[src/rtl/branch_sequencer.sv]
// branch_sequencer
//   Control-step sequencer for the Mini-SRC datapath covering fetch plus the
//   execute steps of conditional branch (br) and jump-register (jr).
//
// Ports
//   clk        : system clock, rising edge
//   clear      : asynchronous active-low reset
//   start      : begin one instruction (accepted only in IDLE)
//   mem_ready  : memory read data valid (looked at only during T1)
//   ir_opcode  : IR[31:27], valid from T3 onward
//   con_out    : CON FF output
//   pc_out .. add : one-bit datapath control strobes
//   busy       : high from start acceptance through the done cycle
//   done       : one-cycle completion pulse
//   taken      : PC was loaded with the branch/jump target (valid with done)
//   err        : 00 ok, 01 illegal opcode, 10 memory timeout
module branch_sequencer #(
  parameter logic [4:0]  BR_OPCODE   = 5'b10010,
  parameter logic [4:0]  JR_OPCODE   = 5'b10100,
  parameter int unsigned MEM_TIMEOUT = 8
) (
  input  logic       clk,
  input  logic       clear,
  input  logic       start,
  input  logic       mem_ready,
  input  logic [4:0] ir_opcode,
  input  logic       con_out,
  output logic       pc_out,
  output logic       mar_in,
  output logic       inc_pc,
  output logic       z_in,
  output logic       zlow_out,
  output logic       pc_in,
  output logic       read,
  output logic       mdata_in,
  output logic       mdr_in,
  output logic       mdr_out,
  output logic       ir_in,
  output logic       gra,
  output logic       rout,
  output logic       con_in,
  output logic       y_in,
  output logic       c_out,
  output logic       add,
  output logic       busy,
  output logic       done,
  output logic       taken,
  output logic [1:0] err
);

  typedef enum logic [3:0] {
    S_IDLE,
    S_T0,
    S_T1,
    S_T2,
    S_T3,
    S_T4,
    S_T5,
    S_T6,
    S_DONE,
    S_DONE_J,
    S_FAULT
  } state_t;

  localparam logic [7:0] TIMEOUT_LAST = 8'(MEM_TIMEOUT - 1);

  state_t     state;
  state_t     next_state;
  logic [7:0] wait_cnt;

  // State register
  always_ff @(posedge clk or negedge clear) begin
    if (!clear) state <= S_IDLE;
    else        state <= next_state;
  end

  // T1 wait counter: zero outside T1, so it is zero on every T1 entry; saturates.
  always_ff @(posedge clk or negedge clear) begin
    if (!clear) begin
      wait_cnt <= '0;
    end else if (state != S_T1) begin
      wait_cnt <= '0;
    end else if (wait_cnt != '1) begin
      wait_cnt <= wait_cnt + 8'd1;
    end
  end

  // Result flags: cleared on acceptance, written on the edge leaving the
  // deciding state so they are stable for the whole done cycle.
  always_ff @(posedge clk or negedge clear) begin
    if (!clear) begin
      err   <= '0;
      taken <= 1'b0;
    end else if (state == S_IDLE && start) begin
      err   <= '0;
      taken <= 1'b0;
    end else if (next_state == S_FAULT) begin
      err   <= (state == S_T1) ? 2'b10 : 2'b01;
      taken <= 1'b0;
    end else if (next_state == S_DONE_J) begin
      taken <= 1'b1;
    end else if (state == S_T6) begin
      taken <= con_out;
    end
  end

  // Next-state logic
  always_comb begin
    next_state = state;
    unique case (state)
      S_IDLE: if (start) next_state = S_T0;
      S_T0:   next_state = S_T1;
      S_T1: begin
        if (mem_ready)                     next_state = S_T2;
        else if (wait_cnt >= TIMEOUT_LAST) next_state = S_FAULT;
      end
      S_T2: next_state = S_T3;
      S_T3: begin
        if (ir_opcode == BR_OPCODE)      next_state = S_T4;
        else if (ir_opcode == JR_OPCODE) next_state = S_DONE_J;
        else                             next_state = S_FAULT;
      end
      S_T4:    next_state = S_T5;
      S_T5:    next_state = S_T6;
      S_T6:    next_state = S_DONE;
      S_DONE:  next_state = S_IDLE;
      S_DONE_J: next_state = S_IDLE;
      S_FAULT: next_state = S_IDLE;
      default: next_state = S_IDLE;
    endcase
  end

  // Strobe decode. T3 and T6 are qualified by ir_opcode and con_out; both come
  // straight from datapath registers (IR, CON FF), so no logic-level input
  // reaches the strobes combinationally.
  always_comb begin
    pc_out   = 1'b0;
    mar_in   = 1'b0;
    inc_pc   = 1'b0;
    z_in     = 1'b0;
    zlow_out = 1'b0;
    pc_in    = 1'b0;
    read     = 1'b0;
    mdata_in = 1'b0;
    mdr_in   = 1'b0;
    mdr_out  = 1'b0;
    ir_in    = 1'b0;
    gra      = 1'b0;
    rout     = 1'b0;
    con_in   = 1'b0;
    y_in     = 1'b0;
    c_out    = 1'b0;
    add      = 1'b0;
    busy     = (state != S_IDLE);
    done     = (state == S_DONE) || (state == S_DONE_J) || (state == S_FAULT);
    unique case (state)
      S_T0: begin
        pc_out = 1'b1;
        mar_in = 1'b1;
        inc_pc = 1'b1;
        z_in   = 1'b1;
      end
      S_T1: begin
        zlow_out = 1'b1;
        pc_in    = 1'b1;
        read     = 1'b1;
        mdata_in = 1'b1;
        mdr_in   = 1'b1;
      end
      S_T2: begin
        mdr_out = 1'b1;
        ir_in   = 1'b1;
      end
      S_T3: begin
        if (ir_opcode == BR_OPCODE) begin
          gra    = 1'b1;
          rout   = 1'b1;
          con_in = 1'b1;
        end else if (ir_opcode == JR_OPCODE) begin
          gra   = 1'b1;
          rout  = 1'b1;
          pc_in = 1'b1;
        end
      end
      S_T4: begin
        pc_out = 1'b1;
        y_in   = 1'b1;
      end
      S_T5: begin
        c_out = 1'b1;
        add   = 1'b1;
        z_in  = 1'b1;
      end
      S_T6: begin
        zlow_out = con_out;
        pc_in    = con_out;
      end
      default: ;
    endcase
  end

endmodule

[config.mk]
export PLATFORM = sky130hd
export DESIGN_NAME = branch_sequencer
export DESIGN_NICKNAME = d
export VERILOG_FILES = /design/src/rtl/branch_sequencer.sv
export SDC_FILE = /design/constraint.sdc
export NUM_CORES = 1
export LEC_CHECK = 0
export BUFFER_PORTS_ARGS = -buffer_cell sky130_fd_sc_hd__buf_2
export CORE_MARGIN = 1.5
export CORE_UTILIZATION = 48
export CTS_BUF_LIST = sky130_fd_sc_hd__clkbuf_2 sky130_fd_sc_hd__clkbuf_4 sky130_fd_sc_hd__clkbuf_8
export CTS_CLUSTER_DIAMETER = 100
export DETAILED_ROUTE_END_ITERATION = 10
export HOLD_SLACK_MARGIN = 0.12
export PLACE_DENSITY = 0.84
export SLEW_MARGIN = 20
export SYNTH_ARGS = -nofsm -noshare
export SYNTH_HDL_FRONTEND = slang
export SYNTH_SLANG_ARGS = --single-unit
[constraint.sdc]
create_clock -name clk -period 1.9 [get_ports clk]
set_input_delay 0.38 -clock clk [delete_from_list [all_inputs] [get_ports clk]]
set_output_delay 0.38 -clock clk [all_outputs]
set_load 0.01 [all_outputs]
# After elaboration in Yosys (flattened, before gate mapping)
# Cells that the tools add are included.
# word_totals
input_bits	10
wordCells	62
out_inout_bits	22
regBits	15
# classes
n_reduce_logical	10
order_cmp	1
addsub	1
eq_ne	16
muxes	30
# ops
operator	count
$pmux W4 S8	1
$eq A4 B4 Y1 const B	5
$mux W1	17
$eq A4 B3 Y1 const B	4
$mux W4	4
$mux W8	2
$eq A5 B5 Y1 const B	2
$add A8 B1 Y8 const B	1
$eq A4 B2 Y1 const B	2
$ge A8 B3 Y1 const B	1
$mux W2	4
$ne A8 B8 Y1 const B	1
$reduce_bool A4 Y1	2
$eq A4 B1 Y1 const B	1
$logic_not A4 Y1	1
$ne A4 B2 Y1 const B	1
$reduce_bool A2 Y1	2
$reduce_or A2 Y1	2
$pmux W1 S3	1
$logic_or A1 B1 Y1	2
$pmux W1 S2	1
$logic_and A1 B1 Y1	1

# Longest topological paths before layout
# Gate-level depths: netlist (run 1).
# logic_depth
ltp_word	8
ltp_mapped	5
ltp_nobuf	5

# Least setup slack after synthesis (run 1)
# OpenSTA, ideal clock, no wires.
# synth_timing
path_kind	register to output
start	reg state[1]
end	out mar_in
slack_ps	125
stages_incl_launch_ff	5
required_ps	1520
path_buffers	2
arrival_ps	1395
cell_sequence	dfrtp_1 > buf_2 > or3b_2 > nor2_1 > buf_4
# synth_between
elab_chain_len	2
# synth_lines
item	line_no	source
start: declaration	67	state_t state;
start signal: assignment	74	else state <= next_state;
$eq A4 B1 Y1	n/a	
$mux W1	n/a	
end: declaration	29	output logic mar_in,
# No other way between the ends.

# Worst setup path in the final report (run 1)
# layout_timing
start	reg state[0]
end	out pc_in
# layout_between
elab_chain_len	2
elab_cells_between_ends	4
cone_classes	3 x eq/ne; 1 x mux
# layout_lines
item	line_no	source
$eq A4 B3 Y1 / $eq A4 B2 Y1 (equally long branches)	156	unique case (state)
$pmux W1 S3 (*)	156	
end: declaration	33	output logic pc_in,
# Every way passes the cells marked *; elsewhere a longest branch is shown, timed or not.

==> results of run 1 <==
==> cell usage in the layout (no fill, tap or decap), types with 3 or more instances in the layout <==
cell	n
buf_4	8
inv_1	4
nand3_1	3
buf_6	5
o21ai_0	3
a21oi_1	4
xor2_1	6
nor2_1	14
dfrtp_1	15
nand2_1	9
clkbuf_4	3
a311oi_1	3
buf_2	29
nor2b_1	3
==> power groups by stage <==
stage               Combinational [W]  Sequential, W  Clock [W]
finish                        0.00121       0.000461   0.000182
global placement             0.000927       0.000449          0
detailed placement           0.000956       0.000455          0
floorplan                    0.000674       0.000456          0
CTS                           0.00108       0.000456   0.000185
global route                  0.00130       0.000471   0.000207
==> metrics by stage <==
stage               hold WS [ns]  setup WS (ns)
floorplan                 0.0844          0.125
detailed placement         0.297          0.195
global route               0.478         -0.108
finish                     0.471        -0.0389
CTS                        0.444        0.00142
global placement           0.293          0.266
==> per-layer routing <==
layer,track usage [%],wire length (um),vias up
met2,34.7,1300,35
met5,0,0,-
met4,7.62,32,0
met3,3.99,123,4
li1,-,-,484
met1,29.1,1150,518
==> timing repair <==
item	CTS	global route
pin swaps	0	3
resized for setup	6	11
setup endpoints to repair	10	13
endpoints found under the hold margin	15	0
hold buffers	1	0
buffers inserted	5	1
==> flip-flops by register name (all words and copies together) (netlist names) <==
register	count
wait_cnt	8
err	2
taken	1
state	4
==> layout make-up <==
class                   instances  area, um2
fillers                       160        663
clock buffers                   3       22.5
multi-input cells              86        584
repair buffers                 43        272
clock inverters                 1       5.00
flip-flops and latches         15        375
well taps                      27       33.8
inverters                       7       26.3
==> cell families (layout without fill, tap and decap cells) <==
kind of cell	count (synthesis)	count (layout)
xor gates and xnor gates	6	6
DFF	15	15
adders and majority gates	1	1
muxes	2	2
buffers and inverters	18	54
and+or+nand+nor	51	51
AOI/OAI and AO/OA	26	26
==> worst register-to-register path: stages (launching register included) <==
cell and delay (ns):
dfrtp_1 0.41, buf_6 0.14, buf_4 0.14, xor2_1 0.16, a311oi_1 0.34, o211ai_1 0.18
a211oi_1 0.27
==> worst max-delay path by stage <==
stage	from	endpoint	slack (ns)	cells past startpoint
after floorplan	state[1]	mar_in	0.13	4
after global placement	state[0]	y_in	0.27	5
after CTS	state[0]	pc_in	0.001	7
final	state[0]	pc_in	-0.04	6
after detailed placement	ir_opcode[0]	pc_in	0.19	5
after global routing	state[0]	pc_in	-0.11	6
==> flow_metrics.py, run 1 <==
metrics = {
    "status": {
        "status": "finished with violations",
        "violations": "setup timing",
    },
    "logic_synthesis": {
        "synth_fa_ha_area_share_pct": 1.23,
        "yosysSeqAreaShare_pct": 36.9,
        "synth_xor_area_share_pct": 5.17,
        "synth_compound_area_share_pct": 19.1,
        "async_flop_share_pct": 100,
        "ys.flop_type": "dfrtp_1",
        "synthTopCellsByArea": "dfrtp_1 37%, nor2_1 5.5%, xor2_1 5.2%",
        "ys_ff_latch": 15,
        "synth_top_area_share_pct": 36.9,
        "synth_top_family_by_area": "simple AND/OR/NAND/NOR gates",
        "yosysTopAreaCell": "dfrtp_1",
        "yosys.area_share.simple_pct": 26.4,
        "synth_cell_types": 42,
        "synth_edf_count": 0,
        "yosysWarnings": 0,
        "syn_nets": 130,
        "syn_area_per_cell_um2": 8.54,
        "netlist_area_mm2": 0.00102,
        "muxShareOfSynthArea_pct": 1.97,
        "syn_inst": 119,
        "synth_commonest_cells": "15 x dfrtp_1, 15 x nor2_1, 9 x nand2_1",
    },
    "critical_path": {
        "r2r-end": "err[0]",
        "required_ns": 1.52,
        "crit_buf_inv": 3,
        "end_kind": "output pin",
        "rrSetupSlack_ns": 0.17,
        "cpPeakStageDelay_ns": 0.41,
        "crit_arrival_ns": 1.56,
        "worstPathMaxFanout": 5,
        "critical_path_class": "flip-flop to output pin",
        "crit_top_cell": "buf_6",
        "critPathSlowestCell": "dfrtp_1",
        "startpoint_type": "flip-flop",
        "reg2reg_from": "state[0]",
        "crit_chain": "buf_6 > buf_6 > o21ai_1 > and3b_1 > nand2b_4 > buf_6",
        "r2r_cells": 6,
        "critPathTopFamily": "flip-flops",
    },
    "clocking": {
        "clk_pin_slew_ns": 0.09,
        "cts_made_buffers": 3,
        "cts_buffer_depth": 2,
        "cts_tree": "yes",
        "cts_root_buf": "clkbuf_4",
        "clock_latency_ns": 0.28,
        "cts.sinks": 15,
        "cts.htree.levels": 1,
    },
    "worst_hold_path": {
        "min_path_type": "input port to flip-flop",
        "hold_end": "taken",
        "hold_depth": 4,
        "holdCritStartpoint": "start",
    },
    "pwr": {
        "p_clk_share_pct": 9.8,
        "irDropWorstVdd_mv": 1.08,
        "p_switching_w": 0.000800,
        "totalPowerFinal_w": 0.00185,
        "cellPowerDensity_mw_per_mm2": 1400,
        "switching_share_pct": 43.2,
        "p_seq_share_pct": 24.9,
        "p_leak_nw": 0.675,
        "comb_power_share_pct": 65.2,
        "p_int_w": 0.00105,
    },
    "detailed_routing": {
        "vias": 1041,
        "drc": 0,
        "ant_nets": 0,
        "wire_per_inst_um": 14.3,
        "drt_iter0_drc": 27,
        "vias_per_cell": 5.72,
        "finalWirelength_um": 2610,
        "dr.pass1.iters": 5,
    },
    "die": {
        "ios": 32,
        "core_mm2": 0.00198,
        "row_count": 16,
        "die_y_um": 49.0,
        "dieArea_mm2": 0.00240,
        "die_w_um": 49.0,
        "start_util_pct": 51.3,
    },
    "sta": {
        "rsz0062_at_grt": "yes",
        "slew_headroom_pct": 69.9,
        "finalCritPeriodShare_pct": 102,
        "finalSetupViolations": 2,
        "tns_ns": -0.0537,
        "fin_skew_ns": 0.00336,
        "min_period_ns": 1.94,
        "worst_slew_pin_slew_ns": 0.450,
        "drv_slew": 0,
        "clock.fmax_ghz": 0.516,
        "hold_viol": 0,
        "timing.final.ws_setup_ns": -0.0389,
    },
    "cells_and_area": {
        "stdcell_area_mm2": 0.00132,
        "final_layout_size_suffix_gt1_share_pct": 38.7,
        "fin_util_pct": 66.5,
        "syn_to_final_growth_pct": 29.8,
        "n_antenna_cell": 0,
        "layoutNonFillerInstCount": 182,
        "layout.nets": 167,
    },
    "grt": {
        "overflow": 0,
        "grt_max_degree": 17,
        "grt_use_total_pct": 21.6,
        "grt_pass1_vias": 898,
        "grt_pass1_wl_um": 4080,
        "antenna_found_initial": 0,
    },
    "placed_design": {
        "hpwl_um": 1790,
        "place.gp.congestion": 0.806,
        "port_buffers": 31,
        "dp_cells": 171,
        "placed_area_mm2": 0.00117,
    },
    "flow_run": {
        "maxCapViolCount": 0,
    },
}
Note: power is estimated with default switching activity, not from simulation.
==> run 2, diff against run 1 <==
==> constraint.sdc (replaced) <==
create_clock -name clk -period 1.9 [get_ports clk]
set_input_delay 0.38 -clock clk [delete_from_list [all_inputs] [get_ports clk]]
set_output_delay 0.38 -clock clk [all_outputs]
set_load 0.05 [all_outputs]
==> run 2 against run 1 <==
Net effect:
- the run still ends with setup timing left
- via count grew 0.58%
- final area rose by 10%
- die area unchanged
- setup slack improved by 0.0014 ns
==> flow_metrics.py, run 2 (synthesis gave the netlist of run 1 again) <==
metrics = {
    "status": {
        "status": "finished with violations",
        "violations": "setup timing",
    },
    "clocking": {
        "cts.htree.levels": 1,
        "clock_latency_ns": 0.28,
        "cts.sinks": 15,
        "cts_root_buf": "clkbuf_4",
        "clk_pin_slew_ns": 0.10,
        "cts_buffer_depth": 2,
        "cts_tree": "yes",
        "cts_made_buffers": 3,
    },
    "placed_design": {
        "port_buffers": 31,
        "placed_area_mm2": 0.00122,
        "place.gp.congestion": 0.830,
        "hpwl_um": 1720,
    },
    "die": {
        "core_mm2": 0.00198,
        "die_w_um": 49.0,
        "dieArea_mm2": 0.00240,
        "ios": 32,
        "die_y_um": 49.0,
        "start_util_pct": 51.3,
        "row_count": 16,
    },
    "pwr": {
        "p_clk_share_pct": 6.8,
        "switching_share_pct": 53.8,
        "cellPowerDensity_mw_per_mm2": 1800,
        "irDropWorstVdd_mv": 1.27,
        "p_leak_nw": 0.692,
        "p_seq_share_pct": 17.7,
        "p_switching_w": 0.00141,
        "comb_power_share_pct": 75.6,
        "p_int_w": 0.00121,
    },
    "cells_and_area": {
        "largest_reg_flops": 8,
        "fin_util_pct": 73.4,
        "top_regs": "wait_cnt: 8 flops, state: 4 flops, err: 2 flops",
        "multi_input_area_um2": 611,
        "n_antenna_cell": 0,
        "largest-register": "wait_cnt",
        "regArea_um2": 377,
        "final_cell_mix": "16 x buf_2, 14 x dfrtp_1, 10 x nor2_1, 10 x buf_4, 9 x buf_6",
        "fill_cells": 133,
        "final_common_cell": "buf_2",
        "final_layout_size_suffix_gt1_share_pct": 44.2,
        "layout.nets": 168,
        "stdcell_area_mm2": 0.00146,
        "syn_to_final_growth_pct": 43.2,
    },
    "sta": {
        "finalSetupViolations": 6,
        "slew_headroom_pct": 70.3,
        "clock.fmax_ghz": 0.516,
        "rsz0062_at_grt": "yes",
        "min_period_ns": 1.94,
        "tns_ns": -0.0988,
        "worst_slew_pin_slew_ns": 0.444,
        "timing.final.ws_setup_ns": -0.0375,
        "drv_slew": 0,
        "finalCritPeriodShare_pct": 102,
        "hold_viol": 0,
        "fin_skew_ns": 0.0144,
    },
    "detailed_routing": {
        "drc": 0,
        "vias_per_cell": 5.72,
        "drt_iter0_drc": 31,
        "ant_nets": 0,
        "vias": 1047,
        "dr.pass1.iters": 4,
        "wire_per_inst_um": 14.3,
        "finalWirelength_um": 2630,
    },
    "worst_hold_path": {
        "hold_depth": 3,
        "hold_end": "err[1]",
        "holdCritStartpoint": "start",
        "min_path_type": "input port to flip-flop",
    },
    "critical_path": {
        "critPathTopFamily": "simple AND/OR/NAND/NOR gates",
        "worstPathMaxFanout": 8,
        "r2r-end": "taken",
        "required_ns": 1.52,
        "crit_chain": "buf_6 > or3b_4 > inv_2 > and2_4 > buf_8",
        "end_kind": "output pin",
        "crit_buf_inv": 3,
        "rrSetupSlack_ns": 0.21,
        "critical_path_class": "flip-flop to output pin",
        "cpPeakStageDelay_ns": 0.42,
        "startpoint_type": "flip-flop",
        "reg2reg_from": "state[0]",
        "r2r_cells": 5,
        "critPathSlowestCell": "or3b_4",
        "crit_arrival_ns": 1.56,
    },
    "grt": {
        "grt_max_degree": 16,
        "overflow": 0,
        "antenna_found_initial": 0,
        "grt_use_total_pct": 21.2,
        "grt_pass1_vias": 970,
        "grt_pass1_wl_um": 4040,
    },
    "flow_run": {
        "maxCapViolCount": 0,
    },
}
[run 2: cell count changes in the layout (fill, tap and decap cells not counted), sizes merged]
cell / delta
clkinvlp: +1
clkbuf: +2
buf: -1
inv: -1
[run 2: stage by stage]
| step | setup WS, ns | hold slack [ns] | power (W) | cells |
|---|---|---|---|---|
| after global routing | -0.0993 | 0.500 | 0.00275 | 183 |
| final | -0.0375 | 0.470 | 0.00262 | 183 |
| after floorplan | -0.230 | 0.0844 | 0.00177 | 119 |
| after detailed placement | 0.0821 | 0.299 | 0.00203 | 172 |
| after global placement | 0.115 | 0.296 | 0.00200 | 172 |
| after CTS | -0.0334 | 0.455 | 0.00246 | 181 |
[run 2: metal layers]
metal	part of all wire (%)	vias up	wire length, um	GRT usage (%)
li1	-	489	-	-
met1	41	491	1080	27.4
met2	49	53	1300	35.8
met3	5.3	14	139	3.68
met4	4.0	0	106	7.14
met5	0	-	0	0
[run 2: power by group through the flow]
stage	combinational [W]	clock [W]	sequential [W]
floorplan	0.00125	0	0.000514
global placement	0.00154	0	0.000452
detailed placement	0.00157	0	0.000459
CTS	0.00182	0.000181	0.000457
global route	0.00208	0.000192	0.000471
finish	0.00198	0.000178	0.000464
[run 2: worst max path at each step]
stage / from / to / cells after the start
2_1_floorplan: state[1] / z_in / 3
3_3_place_gp: ir_opcode[0] / pc_in / 5
3_5_place_dp: ir_opcode[0] / pc_in / 5
4_1_cts: state[0] / y_in / 5
5_1_grt: state[0] / y_in / 5
6_report: state[0] / y_in / 5
[run 2: repair_timing]
item / in CTS / in global routing
setup buffers: 4 / 2
endpoints found under the setup margin: 12 / 16
hold endpoints to repair: 15 / 0
pin swaps: 1 / 4
gates resized for setup: 28 / 17
hold buffers: 1 / 0
[run 2: worst min-delay path, cell delays in order]
cell,delay (ns)
buf_2,0.10
nand3_1,0.09
a31o_1,0.15
[run 2: cell type report]
class	instances	share of cell area (%)
clock inverters	1	0.344
inverters	7	2.06
flip-flops and latches	15	25.9
clock buffers	3	1.55
repair buffers	44	25.9
well taps	27	2.32
multi-input cells	86	42.0
==> run 3, diff against run 2 <==
--- a/config.mk
+++ b/config.mk
@@ -6,13 +6,13 @@
 export NUM_CORES = 1
 export LEC_CHECK = 0
 export BUFFER_PORTS_ARGS = -buffer_cell sky130_fd_sc_hd__buf_2
-export CORE_MARGIN = 1.5
 export CORE_UTILIZATION = 48
 export CTS_BUF_LIST = sky130_fd_sc_hd__clkbuf_2 sky130_fd_sc_hd__clkbuf_4 sky130_fd_sc_hd__clkbuf_8
 export CTS_CLUSTER_DIAMETER = 100
 export DETAILED_ROUTE_END_ITERATION = 10
 export HOLD_SLACK_MARGIN = 0.12
 export PLACE_DENSITY = 0.84
+export RECOVER_POWER = 100
 export SLEW_MARGIN = 20
 export SYNTH_ARGS = -nofsm -noshare
 export SYNTH_HDL_FRONTEND = slang
==> constraint.sdc (replaced) <==
create_clock -name clk -period 2.4 [get_ports clk]
set_input_delay 0.48 -clock clk [delete_from_list [all_inputs] [get_ports clk]]
set_output_delay 0.48 -clock clk [all_outputs]
set_load 0.05 [all_outputs]
==> run 3 against run 2 <==
Net effect:
- the run now ends clean
- final cell count decreased by 5.5%
- via count decreased by 10%
- total power decreased by 38%
- clock-buffer cell count unchanged
- largest power group unchanged
- highest routed layer unchanged
==> flow_metrics.py, run 3 (synthesis gave the netlist of run 1 again) <==
metrics = {
    "status": {
        "status": "finished clean",
    },
    "flow_run": {
        "maxCapViolCount": 0,
    },
    "clocking": {
        "cts.sinks": 15,
        "cts_made_buffers": 3,
        "cts_root_buf": "clkbuf_4",
        "post_cts_buffers": 0,
        "cts_buffer_depth": 2,
        "cts_tree": "yes",
        "clk_pin_slew_ns": 0.09,
        "cts.htree.levels": 1,
        "clock_latency_ns": 0.29,
    },
    "sta": {
        "hold_viol": 0,
        "fin_skew_ns": 0.00607,
        "clock.fmax_ghz": 0.439,
        "tns_ns": 0,
        "drv_slew": 0,
        "worst_slew_pin_slew_ns": 0.814,
        "finalCritPeriodShare_pct": 94.9,
        "rsz0062_at_grt": "no",
        "slew_headroom_pct": 45.7,
        "min_period_ns": 2.28,
        "finalSetupViolations": 0,
    },
    "grt": {
        "busiest_layer": "met2",
        "grt_use_met3_pct": 3.40,
        "grt_max_degree": 16,
        "antenna_found_initial": 0,
        "grt_pass1_vias": 763,
        "grt_use_total_pct": 22.7,
        "overflow": 0,
        "met2_usage_pct": 35.7,
        "grt_pass1_wl_um": 3500,
        "use_met1_pct": 30.8,
    },
    "pwr": {
        "p_leak_nw": 0.570,
        "p_seq_share_pct": 25.7,
        "p_int_w": 0.000635,
        "p_switching_w": 0.000999,
        "p_clk_share_pct": 9.3,
        "switching_share_pct": 61.1,
        "irDropWorstVdd_mv": 1.09,
        "cellPowerDensity_mw_per_mm2": 1390,
        "comb_power_share_pct": 65.0,
    },
    "cells_and_area": {
        "syn_to_final_growth_pct": 15.6,
        "final_layout_size_suffix_gt1_share_pct": 22.6,
        "layout.nets": 158,
        "final_cell_mix": "14 x dfrtp_1, 14 x clkbuf_2, 13 x nor2_1",
        "largest-register": "wait_cnt",
        "fill_cells": 181,
        "fin_util_pct": 59.3,
        "layoutNonFillerInstCount": 173,
        "n_antenna_cell": 0,
        "top_regs": "wait_cnt: 8 flops, state: 4 flops, err: 2 flops",
        "largest_reg_flops": 8,
    },
    "detailed_routing": {
        "vias": 938,
        "drc": 0,
        "ant_nets": 0,
        "dr.pass1.iters": 4,
        "wire_per_inst_um": 13.1,
        "drt_iter0_drc": 40,
        "vias_per_cell": 5.42,
        "finalWirelength_um": 2270,
    },
    "worst_hold_path": {
        "min_path_type": "flip-flop to flip-flop",
    },
    "die": {
        "dieArea_mm2": 0.00230,
        "start_util_pct": 51.3,
        "row_count": 16,
        "die_y_um": 48.0,
        "die_w_um": 48.0,
        "core_mm2": 0.00198,
        "ios": 32,
    },
    "critical_path": {
        "required_ns": 1.92,
        "crit_arrival_ns": 1.80,
        "critical_path_class": "flip-flop to output pin",
        "startpoint_type": "flip-flop",
        "worstPathMaxFanout": 12,
        "end_kind": "output pin",
    },
    "placed_design": {
        "dp_cells": 168,
        "place.gp.congestion": 0.898,
        "hpwl_um": 1710,
        "port_buffers": 31,
    },
}
[run 3: changes by cell type in the layout (fill, tap and decap cells not counted), moves of 2 or more]
cell and change:
inv_1 +2, and2_4 -2, clkbuf_2 +14, nor2_4 -3, nand2_1 +2, and2_1 +2
buf_2 -7, nor2_1 +3, nand2_2 -2, buf_4 -10, clkbuf_4 -2, buf_8 -5
clkbuf_1 +10, buf_6 -9
[run 3: metal layers]
layer	wire length, um	vias up
met2	1170	23
met5	0	-
met3	74	4
li1	-	466
met1	996	445
met4	29	0
[run 3: cell type report]
| type | instances | area (um2) | area share [%] |
|---|---|---|---|
| repair buffers | 34 | 163 | 13.8 |
| multi-input cells | 86 | 548 | 46.6 |
| inverters | 7 | 26.3 | 2.24 |
| clock buffers | 3 | 22.5 | 1.92 |
| clock inverters | 1 | 5.00 | 0.426 |
| flip-flops and latches | 15 | 377 | 32.1 |
| well taps | 27 | 33.8 | 2.88 |
[run 3: final timing paths]
kind	startpoint	endpoint	cells past startpoint	slack (ns)
max in group asynchronous	clear	state[0]	2	1.07
max reg2reg	state[2]	taken	5	0.52
min reg2reg	err[1]	err[1]	1	0.53
min in group asynchronous	clear	wait_cnt[6]	2	0.78
max	state[1]	y_in	4	0.12
min	err[1]	err[1]	1	0.53
[run 3: worst max-delay path, stage by stage, from the launching register on]
cell	delay, ns
dfrtp_1	0.51
or3b_2	0.55
inv_1	0.08
and2_1	0.11
buf_2	0.25
[run 3: power by group through the flow]
| stage | clock (W) | combinational, W | sequential (W) |
|---|---|---|---|
| after global placement | 0 | 0.00108 | 0.000414 |
| final | 0.000152 | 0.00106 | 0.000419 |
| after floorplan | 0 | 0.000931 | 0.000407 |
| after detailed placement | 0 | 0.00110 | 0.000418 |
| after global routing | 0.000167 | 0.00113 | 0.000435 |
| after CTS | 0.000153 | 0.00110 | 0.000414 |
[run 3: stage by stage]
step	total power [W]	setup WS (ns)	area [um2]	hold slack [ns]
after floorplan	0.00134	0.0509	1030	0.184
after global placement	0.00149	0.436	1160	0.399
after detailed placement	0.00152	0.356	1160	0.407
after CTS	0.00167	0.0914	1200	0.525
after global routing	0.00173	0.0165	1170	0.542
final	0.00163	0.123	1170	0.525
[run 3: repair_timing]
item,CTS,global route
hold buffers,1,0
setup endpoints to repair,0,1
resized for setup,0,1
endpoints found under the hold margin,15,0
